$ cat src/rtl/usb_host_tx_scheduler.sv
// =============================================================================
// usb_host_tx_scheduler: frame timer, SOF-due tracking and TX wire arbitration
// between the SOF generator and the transaction engine.
// Revision: 1.0
// =============================================================================
`default_nettype none

module usb_host_tx_scheduler #(
  parameter int FRAME_CLKS = 48000,
  parameter int GUARD_CLKS = 600,
  parameter int CNT_W      = 16
) (
  input  logic             clk,
  input  logic             rst,
  input  logic             sofEn,
  input  logic             sofReq,
  input  logic             txnReq,
  output logic             sofDue,
  output logic             sofGnt,
  output logic             txnGnt,
  output logic [1:0]       muxSel,
  output logic [10:0]      frameNum,
  output logic [CNT_W-1:0] frameCnt,
  output logic             txnOverrun,
  output logic [7:0]       sofMissCnt
);

  localparam logic [1:0] c_st_idle = 2'd0;
  localparam logic [1:0] c_st_sof  = 2'd1;
  localparam logic [1:0] c_st_txn  = 2'd2;

  localparam logic [CNT_W-1:0] c_frame_last = CNT_W'(FRAME_CLKS - 1);
  localparam logic [CNT_W-1:0] c_guard_lim  = CNT_W'(FRAME_CLKS - GUARD_CLKS);

  logic [1:0]       state_q, state_d;
  logic             sofDue_q, sofDue_d;
  logic             sofGnt_q, sofGnt_d;
  logic             txnGnt_q, txnGnt_d;
  logic [10:0]      frameNum_q, frameNum_d;
  logic [CNT_W-1:0] frameCnt_q, frameCnt_d;
  logic             txnOverrun_q, txnOverrun_d;
  logic [7:0]       sofMissCnt_q, sofMissCnt_d;

  logic w_wrap;
  logic w_guard_ok;
  logic w_sof_take;

  assign w_wrap     = sofEn && (frameCnt_q == c_frame_last);
  assign w_guard_ok = (frameCnt_q < c_guard_lim) && !sofDue_q;

  always_comb begin
    state_d      = state_q;
    sofDue_d     = sofDue_q;
    sofGnt_d     = sofGnt_q;
    txnGnt_d     = txnGnt_q;
    frameNum_d   = frameNum_q;
    frameCnt_d   = frameCnt_q;
    txnOverrun_d = 1'b0;
    sofMissCnt_d = sofMissCnt_q;
    w_sof_take   = 1'b0;

    case (state_q)
      c_st_idle: begin
        if (sofReq && sofDue_q && sofEn) begin
          state_d    = c_st_sof;
          sofGnt_d   = 1'b1;
          sofDue_d   = 1'b0;
          w_sof_take = 1'b1;
        end else if (txnReq && w_guard_ok) begin
          state_d  = c_st_txn;
          txnGnt_d = 1'b1;
        end
      end
      c_st_sof: begin
        if (!sofReq) begin
          state_d    = c_st_idle;
          sofGnt_d   = 1'b0;
          frameNum_d = frameNum_q + 11'd1;
        end
      end
      c_st_txn: begin
        if (!txnReq) begin
          state_d  = c_st_idle;
          txnGnt_d = 1'b0;
        end
      end
      default: begin
        state_d  = c_st_idle;
        sofGnt_d = 1'b0;
        txnGnt_d = 1'b0;
      end
    endcase

    // Timer updates come after the FSM so a boundary's sofDue set overrides a grant's clear.
    if (!sofEn) begin
      frameCnt_d = '0;
      sofDue_d   = 1'b0;
    end else if (w_wrap) begin
      frameCnt_d   = '0;
      sofDue_d     = 1'b1;
      txnOverrun_d = txnGnt_q;
      if (sofDue_q && !w_sof_take && (sofMissCnt_q != 8'hFF)) begin
        sofMissCnt_d = sofMissCnt_q + 8'd1;
      end
    end else begin
      frameCnt_d = frameCnt_q + 1'b1;
    end
  end

  always_ff @(posedge clk) begin
    if (!rst) begin
      state_q      <= c_st_idle;
      sofDue_q     <= 1'b0;
      sofGnt_q     <= 1'b0;
      txnGnt_q     <= 1'b0;
      frameNum_q   <= '0;
      frameCnt_q   <= '0;
      txnOverrun_q <= 1'b0;
      sofMissCnt_q <= '0;
    end else begin
      state_q      <= state_d;
      sofDue_q     <= sofDue_d;
      sofGnt_q     <= sofGnt_d;
      txnGnt_q     <= txnGnt_d;
      frameNum_q   <= frameNum_d;
      frameCnt_q   <= frameCnt_d;
      txnOverrun_q <= txnOverrun_d;
      sofMissCnt_q <= sofMissCnt_d;
    end
  end

  assign sofDue     = sofDue_q;
  assign sofGnt     = sofGnt_q;
  assign txnGnt     = txnGnt_q;
  assign muxSel     = {txnGnt_q, sofGnt_q};
  assign frameNum   = frameNum_q;
  assign frameCnt   = frameCnt_q;
  assign txnOverrun = txnOverrun_q;
  assign sofMissCnt = sofMissCnt_q;

endmodule

`default_nettype wire
$ cat config.mk
export PLATFORM = sky130hd
export DESIGN_NAME = usb_host_tx_scheduler
export DESIGN_NICKNAME = d
export VERILOG_FILES = /design/src/rtl/usb_host_tx_scheduler.sv
export SDC_FILE = /design/constraint.sdc
export NUM_CORES = 1
export LEC_CHECK = 0
export ABC_AREA = 1
export ABC_CLOCK_PERIOD_IN_PS = 1400
export BUFFER_PORTS_ARGS = -buffer_cell sky130_fd_sc_hd__buf_2
export CORE_AREA = 8 8 104 106
export CTS_BUF_LIST = sky130_fd_sc_hd__clkbuf_8
export DETAILED_ROUTE_END_ITERATION = 6
export DIE_AREA = 0 0 112 114
export GPL_TIMING_DRIVEN = 0
export HOLD_SLACK_MARGIN = 0.15
export SYNTH_ARGS = -nofsm -noshare
export SYNTH_HDL_FRONTEND = slang
export SYNTH_SLANG_ARGS = --single-unit
$ cat constraint.sdc
create_clock -name clk -period 1.4 [get_ports clk]
set_input_delay 0 -clock clk [delete_from_list [all_inputs] [get_ports clk]]
set_output_delay 0 -clock clk [all_outputs]
set_load 0.05 [all_outputs]
# [Yosys cells after proc, flatten, opt, wreduce, memory -nomap -nowiden]
# Cells that the tools add are included.
[totals] word_cells=65 out_inout_bits=41 register_bits=41 in_bits=5
[classes] n_eq_ne=10 mux=17 n_lt_le_gt_ge=1 bitwise=5 add_sub_neg=3 reduce_logical=21
[op_table] operator="$add A16 B1 Y16 const B" n=1
[op_table] operator="$eq A16 B16 Y1 const B" n=1
[op_table] operator="$lt A16 B16 Y1 const B" n=1
[op_table] operator="$reduce_and A3 Y1" n=4
[op_table] operator="$add A11 B1 Y11 const B" n=1
[op_table] operator="$mux W1" n=10
[op_table] operator="$ne A2 B2 Y1 const B" n=5
[op_table] operator="$add A8 B1 Y8 const B" n=1
[op_table] operator="$mux W2" n=4
[op_table] operator="$ne A8 B8 Y1 const B" n=1
[op_table] operator="$logic_and A1 B1 Y1" n=7
[op_table] operator="$pmux W1 S3" n=2
[op_table] operator="$pmux W2 S3" n=1
[op_table] operator="$reduce_and A2 Y1" n=3
[op_table] operator="$not A1 Y1" n=5
[op_table] operator="$reduce_and A4 Y1" n=1
[op_table] operator="$reduce_bool A2 Y1" n=2
[op_table] operator="$ne A3 B3 Y1 const B" n=1
[op_table] operator="$reduce_or A3 Y1" n=1
[op_table] operator="$eq A2 B1 Y1 const B" n=1
[op_table] operator="$eq A2 B2 Y1 const B" n=1
[op_table] operator="$logic_not A1 Y1" n=2
[op_table] operator="$logic_not A2 Y1" n=1

# [Depth between registers and ports, before layout]
# Gate-level depths: netlist (run 1).
[depth] word_depth=8 ltp_mapped=9 mapped_depth_nobuf=9

# [Least setup slack after synthesis (run 1)]
# Ideal clock, no wire load.
[synth_timing] kind="reg2reg" startpoint="register frameCnt_q[0], in the netlist frameCnt[0]" endpoint="register frameCnt_q[14], in the netlist frameCnt[14]" setup_ns=0.117 n_path_buf=0 period_less_slack_ns=1.828 stages_incl_launch_ff=9 t_required_ns=1.283 arrival_time_ns=1.711 path_slack_ns=-0.428 path_cell_list="dfxtp_1 > ha_1 > nand2_1 > nor2_4 > nand3_2 > nor3_2 > nand3_1 > nand2_1 > nor2_1"
[synth_between] elab_chain_len=3 elab_cells_between_ends=4 classes_between="add/sub (1); eq/ne (1); reduce/logical (2)"
[synth_lines] item="start: declaration" line_no="40" text="logic [CNT_W-1:0] frameCnt_q, frameCnt_d;"
[synth_lines] item="start signal: assignment" line_no="126" text="frameCnt_q <= frameCnt_d;"
[synth_lines] item="parallel branches: the longest is 3 deep, another holds $add A16 B1 Y16"
# Parallel ways; which one is timed is not known.
# A chain may end at the register's enable or synchronous reset.

# [Worst setup path after layout (run 1)]
[layout_timing] startpoint="register frameCnt_q[1], in the netlist frameCnt[1]" endpoint="register frameCnt_q[11], in the netlist frameCnt[11]"
# Same word-level chain as after synthesis.

==> impl_metrics.json, run 1 <==
{
  "outcome": "completed",
  "synthCells": 336,
  "numCtsBuffers": 5,
  "fin_total_pwr_mw": 2.50,
  "wl_um": 6110,
  "final_cells": 517,
  "antenna_found_initial": 0,
  "p_int_mw": 1.92,
  "ys_warn_count": 0,
  "synthTopCellsByArea": "dfxtp_1 37%, nand2_1 13%, nor2_1 7.0%",
  "clock_latency_ps": 310,
  "die_h_um": 114,
  "avgSynthCellArea_um2": 6.68,
  "grt_use_total_pct": 9.76,
  "synth_xor_area_share_pct": 2.73,
  "post_drt_wl_per_cell_um": 11.8,
  "switching_power_mw": 0.575,
  "path_cells": "buf_4 > nand3_2 > nor2_4 > nand2_2 > nor2_2 > nand3_1 > o21ai_1 > nor2_1",
  "period_needed_ps": 1380,
  "register_area_um2": 900,
  "antenna_cells": 0,
  "clk_pin_slew_ps": 90,
  "synth-seq-cells": 41,
  "synthAdderAreaFrac_pct": 1.67,
  "r2r_setup_slack_ps": 20,
  "cp_slowest_cell": "dfxtp_4",
  "tightest_slew_ps": 488,
  "areaGrowthSynthToFinish_pct": 38.0,
  "via_per_inst": 4.40,
  "dp_hpwl_um": 4660,
  "multi_input_area_um2": 1320,
  "ys_async_sr_fraction_pct": 0,
  "clockRootBuffer": "clkbuf_8",
  "finalSetupViolCount": 0,
  "vias": 2274,
  "combPwrFrac_pct": 6.2,
  "worstSetupEndpointType": "flop",
  "placed_cells": 492,
  "synth.most_common_cell": "nand2_1",
  "critPathRequiredTime_ps": 1600,
  "synthSimpleGateAreaFrac_pct": 38.6,
  "grt_pass1_vias": 2209,
  "htreeDepth": 2,
  "drtIter0Drc": 104,
  "fin_skew_ps": 15.0,
  "antenna_left": 0,
  "io_pins": 46,
  "die_x_um": 112,
  "path_class": "flop to flop",
  "yosys-top-cells-count": "78 x nand2_1, 42 x nor2_1, 41 x dfxtp_1",
  "hold_viol_final": 0,
  "leakage_nw": 1.33,
  "clock.fmax_mhz": 726,
  "firstDrtPassIters": 4,
  "tritoncts": "built",
  "arrival_ps": 1570,
  "clock_power_share_pct": 47.4,
  "synth.net_count": 344,
  "worst_path_largest_cell_delay_ps": 360,
  "drcViolationCount": 0,
  "setup_slack_ps": 22.6,
  "yosysTopAreaCellShare_pct": 36.6,
  "place_ws_ps": -61.9,
  "n_fill_cell": 995,
  "clock_path_buffers": 2,
  "switching_share_pct": 23.0,
  "ir_drop_uv": 430,
  "crit_buf_inv": 1,
  "yosys.area.top_type": "dfxtp_1",
  "layout-drive-gt1-share_pct": 38.2,
  "synthesis.area_um2": 2240,
  "final_util_pct": 34.0,
  "top_layer_used": "met4",
  "slew_viol_final": 0,
  "synth-compound-area-share_pct": 10.2,
  "synth_edf_count": 0,
  "ys_types": 34,
  "worstPathMaxFanout": 3,
  "rsz0062_at_grt": "true",
  "hold_slack_ps": 451,
  "power.density_nw_per_um2": 806,
  "maxCapViolCount": 0,
  "die_area_um2": 12800,
  "grt_max_degree": 15,
  "relSlewSlack_pct": 67.4,
  "initial_core_util_pct": 24.6,
  "placementRows": 35,
  "synth_top_family_by_area": "simple AND/OR/NAND/NOR gates",
  "final_nets": 413,
  "synth_ff_type": "dfxtp_1",
  "clock-sinks": 41,
  "muxShareOfSynthArea_pct": 0,
  "m1WireLength_um": 2940,
  "worst_setup_path_start_kind": "flop",
  "grt_first_pass_wirelength_um": 10200,
  "hp-class": "flop to flop",
  "synth_seq_area_share_pct": 36.6,
  "fp.coreArea_um2": 9110,
  "place_congestion": 0.859,
  "fin_crit_sh_pct": 98.4,
  "met3WireLength_um": 269,
  "grt_remaining_overflow": 0,
  "crit_family": "simple AND/OR/NAND/NOR gates",
  "p_seq_share_pct": 46.4,
  "io_buffer_count": 45,
  "met2_length_um": 2830
}
final cells by class:
type	count	area share, %
Inverter	50	6.14
Clock inverter	3	2.22
Tap cell	111	4.48
Sequential cell	41	29.1
Buffer	6	1.49
Timing Repair Buffer	62	11.8
Multi-Input combinational cell	239	42.6
Clock buffer	5	2.22
path summary, 6_finish.rpt:
| path | cells after the start | end | start |
|---|---|---|---|
| worst min register to register | 1 | frameCnt[0] | frameCnt[0] |
| worst max register to register | 8 | frameCnt[11] | frameCnt[1] |
| worst max-delay path | 8 | frameCnt[11] | frameCnt[1] |
| worst min-delay path | 1 | frameCnt[0] | frameCnt[0] |
per-stage QoR:
stage                     TNS, ps  instance area (um2)
after global placement       -289                 2710
final                           0                 3100
after global routing         -703                 3100
after floorplan             -14.7                 2350
after CTS                   -3.11                 2940
after detailed placement     -375                 2710
layout by cell type, fill, tap and decap left out, types with 7 or more instances in the layout:
master   instances
dfxtp_4         14
buf_4           14
inv_1           38
inv_2           11
nor2_1          36
a21oi_1         23
nand3_1         26
nand2_1         75
buf_2           46
dfxtp_2         21
nor3_1           7
o21ai_0         10
nor2_2           9
flip-flops by register name (all words and copies together), names as in the netlist:
name and count:
frameCnt 16, frameNum 11, sofMissCnt 8, state_q 2
sofDue 1, sofGnt 1, txnGnt 1, txnOverrun 1
timing repair:
action	4_1_cts	5_1_grt
gates cloned	1	0
hold buffers	5	0
gates resized for setup	7	25
pin swaps	4	10
endpoints found under the hold margin	17	0
buffers inserted	1	10
setup endpoints to repair	20	27
logic make-up (layout without fill, tap and decap cells):
logic type / count (synthesis) / after routing
xor+xnor: 7 / 7
buf+inv: 56 / 126
flops: 41 / 41
compound gates: 42 / 42
fa+ha+maj: 3 / 3
simple gates: 187 / 187
per-layer routing:
metal,vias up,global-route usage (%)
met5,-,0
met4,0,3.33
met1,1028,11.9
met3,6,2.64
met2,36,16.3
li1,1204,-
power groups by stage:
| stage | registers (mW) | logic, mW | clock network, mW |
|---|---|---|---|
| 6_report | 1.16 | 0.154 | 1.18 |
| 5_1_grt | 1.16 | 0.172 | 1.27 |
| 4_1_cts | 1.17 | 0.143 | 1.21 |
| 3_5_place_dp | 1.19 | 0.130 | 0 |
| 3_3_place_gp | 1.19 | 0.130 | 0 |
| 2_1_floorplan | 1.21 | 0.0732 | 0 |
Power figures use the tool's default switching activity.
==> run 2: changes to the inputs <==
Settings changed: CORE_AREA 8 8 104 106 to 8 8 123 91, DIE_AREA 0 0 112 114 to 0 0 131 99.
==> run 2 against run 1 <==
  * The flow now finishes with violations (negative setup slack)
  * Die area rose by 1.6%
  * Clock-buffer cell count did not move
  * Worst setup slack got worse by 36 ps
  * Total power decreased by 8.0%
  * Combinational power is 4% lower
  * Register-to-register slack lost 40 ps
==> impl_metrics.json, run 2 (synthesized netlist as in run 1, its figures left out) <==
{
  "outcome": "complete, but fails checks",
  "violations": "negative setup slack",
  "r2r_setup_slack_ps": -10,
  "fin_crit_sh_pct": 101,
  "hold_slack_ps": 453,
  "clockRootBuffer": "clkbuf_8",
  "fin_setup_tns_ps": -13.0,
  "htreeDepth": 2,
  "worstSetupEndpointType": "flop",
  "grt_use_total_pct": 9.52,
  "leakage_nw": 1.32,
  "setup_slack_ps": -13.0,
  "worstPathMaxFanout": 10,
  "reg2reg_depth": 7,
  "via_per_inst": 4.38,
  "slew_viol_final": 0,
  "numCtsBuffers": 5,
  "die_x_um": 131,
  "die_h_um": 99,
  "ir_drop_uv": 292,
  "firstDrtPassIters": 5,
  "initial_core_util_pct": 24.0,
  "place_congestion": 0.801,
  "antenna_found_initial": 0,
  "worst_setup_path_start_kind": "flop",
  "clock_latency_ps": 300,
  "final_util_pct": 33.6,
  "final_nets": 410,
  "antenna_left": 0,
  "largest_reg_flops": 16,
  "hp-start": "frameCnt[0]",
  "period_needed_ps": 1410,
  "antenna_cells": 0,
  "grt_first_pass_wirelength_um": 9980,
  "path_class": "flop to flop",
  "post_drt_wl_per_cell_um": 11.8,
  "clk_pin_slew_ps": 90,
  "arrival_ps": 1620,
  "fin_skew_ps": 11.4,
  "register_area_um2": 896,
  "hold_viol_final": 0,
  "io_buffer_count": 45,
  "final_common_cell": "nand2_1",
  "critPathLaunch": "frameCnt[0]",
  "tightest_slew_ps": 523,
  "grt_max_degree": 15,
  "power.density_nw_per_um2": 731,
  "clock-sinks": 41,
  "rsz0062_at_grt": "true",
  "io_pins": 46,
  "grt_pass1_vias": 2082,
  "min_to": "frameCnt[0]",
  "n_fill_cell": 993,
  "placementRows": 30,
  "vias": 2327,
  "final_cells": 531,
  "min_path_cells": 1,
  "multi_input_area_um2": 1390,
  "drtIter0Drc": 152,
  "critPathRequiredTime_ps": 1610,
  "wl_um": 6260,
  "r2r-start": "frameCnt[0]",
  "most-common-layout-cells": "72 x nand2_1, 46 x buf_2, 38 x inv_1",
  "dp_hpwl_um": 4630,
  "fp.coreArea_um2": 9350,
  "fin_total_pwr_mw": 2.30,
  "areaGrowthSynthToFinish_pct": 40.0,
  "layout-drive-gt1-share_pct": 40.2,
  "clock_path_buffers": 2,
  "finalSetupViolCount": 1,
  "tritoncts": "built",
  "clock.fmax_mhz": 708,
  "relSlewSlack_pct": 65.1,
  "placed_cells": 509,
  "reg2reg_to": "frameCnt[6]",
  "drcViolationCount": 0,
  "hp-class": "flop to flop",
  "die_area_um2": 13000,
  "maxCapViolCount": 0,
  "grt_remaining_overflow": 0
}
## run 2: cell count changes in the layout (fill, tap and decap cells not counted), sizes merged
cell    delta
buf        -3
bufinv     -1
clkinv     +1
## run 2: power breakdown
part           switching (mW)  total, mW  internal, mW
clock                   0.452      0.987         0.535
sequential             0.0106       1.16          1.15
combinational          0.0995      0.148        0.0482
## run 2: area by class of cell
class                           count  share of cell area (%)
Buffer                              6                    1.47
Tap cell                          128                    5.10
Clock buffer                        5                    2.19
Clock inverter                      3                    1.39
Timing Repair Buffer               59                    11.0
Sequential cell                    41                    28.5
Multi-Input combinational cell    239                    44.3
Inverter                           50                    5.98
## run 2: metal layers
| layer | vias up | wire, um | global-route usage, % |
|---|---|---|---|
| met1 | 1061 | 2920 | 11.9 |
| li1 | 1214 | - | - |
| met3 | 8 | 385 | 3.02 |
| met5 | - | 0 | 0 |
| met2 | 44 | 2880 | 14.9 |
| met4 | 0 | 83 | 3.43 |
## run 2: worst max-delay path by stage
| stage | to | slack [ps] | depth (start not counted) |
|---|---|---|---|
| after floorplan | frameCnt[14] | -10 | 8 |
| after global placement | sofMissCnt[2] | -60 | 7 |
| after detailed placement | txnOverrun | -70 | 7 |
| after CTS | sofMissCnt[2] | 3 | 7 |
| after global routing | sofMissCnt[1] | -120 | 8 |
| final | frameCnt[6] | -10 | 7 |
## run 2: worst max-delay path, stage by stage, from the launching register on
cell and delay, ps:
dfxtp_4 370, ha_4 180, nand3_4 100, nor2_4 50, nand2_2 100, nand3_2 120, buf_6 180, a211oi_2 210
## run 2: through the flow
step	worst slack [ps]	area (um2)
final	-13.0	3140
after global routing	-115	3140
after CTS	3.34	2940
after detailed placement	-66.5	2730
after global placement	-61.5	2730
after floorplan	-10.8	2350
## run 2: repair_timing
action | CTS | global route
endpoints found under the setup margin | 22 | 27
buffers inserted | 2 | 6
cloned | 0 | 1
gates resized for setup | 7 | 38
endpoints found under the hold margin | 12 | 0
hold buffers | 5 | 0
pin swaps | 5 | 17
==> run 3: changes to the inputs <==
Settings changed: CORE_AREA 8 8 123 91 to 2 2 117 85, CTS_BUF_LIST sky130_fd_sc_hd__clkbuf_8 to sky130_fd_sc_hd__clkbuf_16, DIE_AREA 0 0 131 99 to 0 0 119 87.
==> run 3 against run 2 <==
  * The run still ends with negative setup slack left
  * Sequential cell count stayed put
  * Total power is 15% higher
  * Cell area is 2.0% higher
  * Combinational power hardly changed
  * Sequential share of layout area is 0.59 points lower
  * Critical path type unchanged
  * Clock skew is 4.2 ps lower
  * Clock power is 34% higher
  * Highest routed layer unchanged
==> impl_metrics.json, run 3 (synthesized netlist as in run 1, its figures left out) <==
{
  "relSlewSlack_pct": 64.8,
  "drcViolationCount": 0,
  "min_to": "sofMissCnt[4]",
  "clock_path_buffers": 2,
  "worst_setup_path_start_kind": "flop",
  "grt_max_degree": 14,
  "placed_cells": 509,
  "placed_cell_area_um2": 2730,
  "grt_use_total_pct": 11.8,
  "vias": 2319,
  "period_needed_ps": 1410,
  "die_area_um2": 10400,
  "violations": "negative setup slack",
  "slew_viol_final": 0,
  "critPathLaunch": "frameCnt[0]",
  "maxCapViolCount": 0,
  "placementRows": 30,
  "crit_top_cell": "buf_4",
  "multi_input_area_um2": 1390,
  "hold_viol_final": 0,
  "most-common-layout-cells": "70 x nand2_1, 46 x buf_2, 37 x inv_1",
  "outcome": "complete, but fails checks",
  "final_common_cell": "nand2_1",
  "dp_hpwl_um": 4370,
  "final_nets": 411,
  "fin_skew_ps": 7.21,
  "clockRootBuffer": "clkbuf_16",
  "place_congestion": 0.805,
  "path_class": "flop to flop",
  "hp-class": "input pin to flop",
  "hold_slack_ps": 179,
  "design_area_um2": 3200,
  "wl_um": 6050,
  "register_area_um2": 895,
  "grt_remaining_overflow": 0,
  "numCtsBuffers": 5,
  "fp.coreArea_um2": 9350,
  "rsz0062_at_grt": "true",
  "ir_drop_uv": 447,
  "via_per_inst": 4.36,
  "grt_first_pass_wirelength_um": 9820,
  "io_buffer_count": 45,
  "die_h_um": 87,
  "path_cells": "ha_4 > nand3_4 > nor2_4 > buf_4 > buf_4 > buf_4 > nor2_1 > a211oi_2",
  "crit_buf_inv": 3,
  "initial_core_util_pct": 24.0,
  "r2r-start": "frameCnt[0]",
  "setup_slack_ps": -5.47,
  "antenna_found_initial": 0,
  "finalSetupViolCount": 1,
  "clock_latency_ps": 290,
  "arrival_ps": 1610,
  "n_fill_cell": 980,
  "htreeDepth": 2,
  "fin_crit_sh_pct": 100,
  "fin_total_pwr_mw": 2.63,
  "crit_family": "flip-flops",
  "critPathRequiredTime_ps": 1600,
  "cp_slowest_cell": "dfxtp_4",
  "final_cells": 532,
  "r2r_setup_slack_ps": -5,
  "antenna_cells": 0,
  "clock.fmax_mhz": 712,
  "worstSetupEndpointType": "flop",
  "largest_reg_flops": 16,
  "drtIter0Drc": 142,
  "min_path_cells": 4,
  "power.density_nw_per_um2": 821,
  "antenna_left": 0,
  "leakage_nw": 1.35,
  "grt_pass1_vias": 2029,
  "firstDrtPassIters": 4,
  "die_x_um": 119,
  "layout-drive-gt1-share_pct": 41.1,
  "tritoncts": "built",
  "clk_pin_slew_ps": 60,
  "reg2reg_depth": 8,
  "tightest_slew_ps": 529,
  "areaGrowthSynthToFinish_pct": 42.7,
  "hp-start": "sofEn",
  "worstPathMaxFanout": 4,
  "clock-sinks": 41,
  "post_drt_wl_per_cell_um": 11.4,
  "final_util_pct": 34.3,
  "reg2reg_to": "frameCnt[6]",
  "worst_path_largest_cell_delay_ps": 370,
  "io_pins": 46
}
## run 3: cell count changes in the layout (fill, tap and decap cells not counted), moves of 2 or more
| cell | delta |
|---|---|
| clkbuf_16 | +5 |
| clkbuf_8 | -5 |
| nor2_1 | -4 |
| nand3_1 | +4 |
| dfxtp_2 | +2 |
| nand2_1 | -2 |
| nand2_2 | +2 |
| nand3_2 | -5 |
| nor2_2 | +4 |
## run 3: how the worst max path moves through the flow
stage,slack [ps],cells past startpoint,endpoint
after floorplan,-10,8,frameCnt[14]
after global placement,-60,7,sofMissCnt[2]
after detailed placement,-70,7,txnOverrun
after CTS,3,7,sofMissCnt[7]
after global routing,-90,9,sofMissCnt[5]
final,-5,8,frameCnt[6]
## run 3: per-layer routing
| layer | vias up | part of all wire, % | track usage [%] |
|---|---|---|---|
| met2 | 60 | 45 | 18.5 |
| met5 | - | 0 | 0 |
| li1 | 1217 | - | - |
| met3 | 9 | 6.1 | 3.53 |
| met4 | 0 | 1.8 | 4.44 |
| met1 | 1033 | 47 | 15.3 |
## run 3: power breakdown
group / switching [mW] / total (mW) / internal, mW
registers: 0.0107 / 1.17 / 1.15
clock network: 0.480 / 1.32 / 0.835
logic: 0.0997 / 0.148 / 0.0485
## run 3: worst reg2reg max path: stages, from the launching register on
cell and delay [ps]:
dfxtp_4 370, ha_4 180, nand3_4 110, nor2_4 140
buf_4 120, buf_4 90, buf_4 90, nor2_1 40
a211oi_2 180
## run 3: timing repair
| action | 4_1_cts | 5_1_grt |
|---|---|---|
| endpoints found under the setup margin | 23 | 29 |
| buffers inserted | 3 | 6 |
| resized for setup | 8 | 42 |
| hold endpoints to repair | 10 | 0 |
| hold buffers | 5 | 0 |
| pin swaps | 5 | 22 |
| gates cloned | 1 | 0 |
## run 3: stage by stage
stage / setup TNS (ps) / setup WS [ps]
floorplan: -14.7 / -10.8
global placement: -506 / -60.5
detailed placement: -657 / -69.9
CTS: 0 / 3.19
global route: -427 / -86.7
finish: -5.47 / -5.47
## run 3: area by class of cell
cell class,count,area share [%]
clock inverters,3,1.29
well taps,128,5.00
multi-input cells,239,43.5
inverters,50,5.86
repair buffers,60,11.1
flip-flops and latches,41,27.9
plain buffers,6,1.45
clock buffers,5,3.91
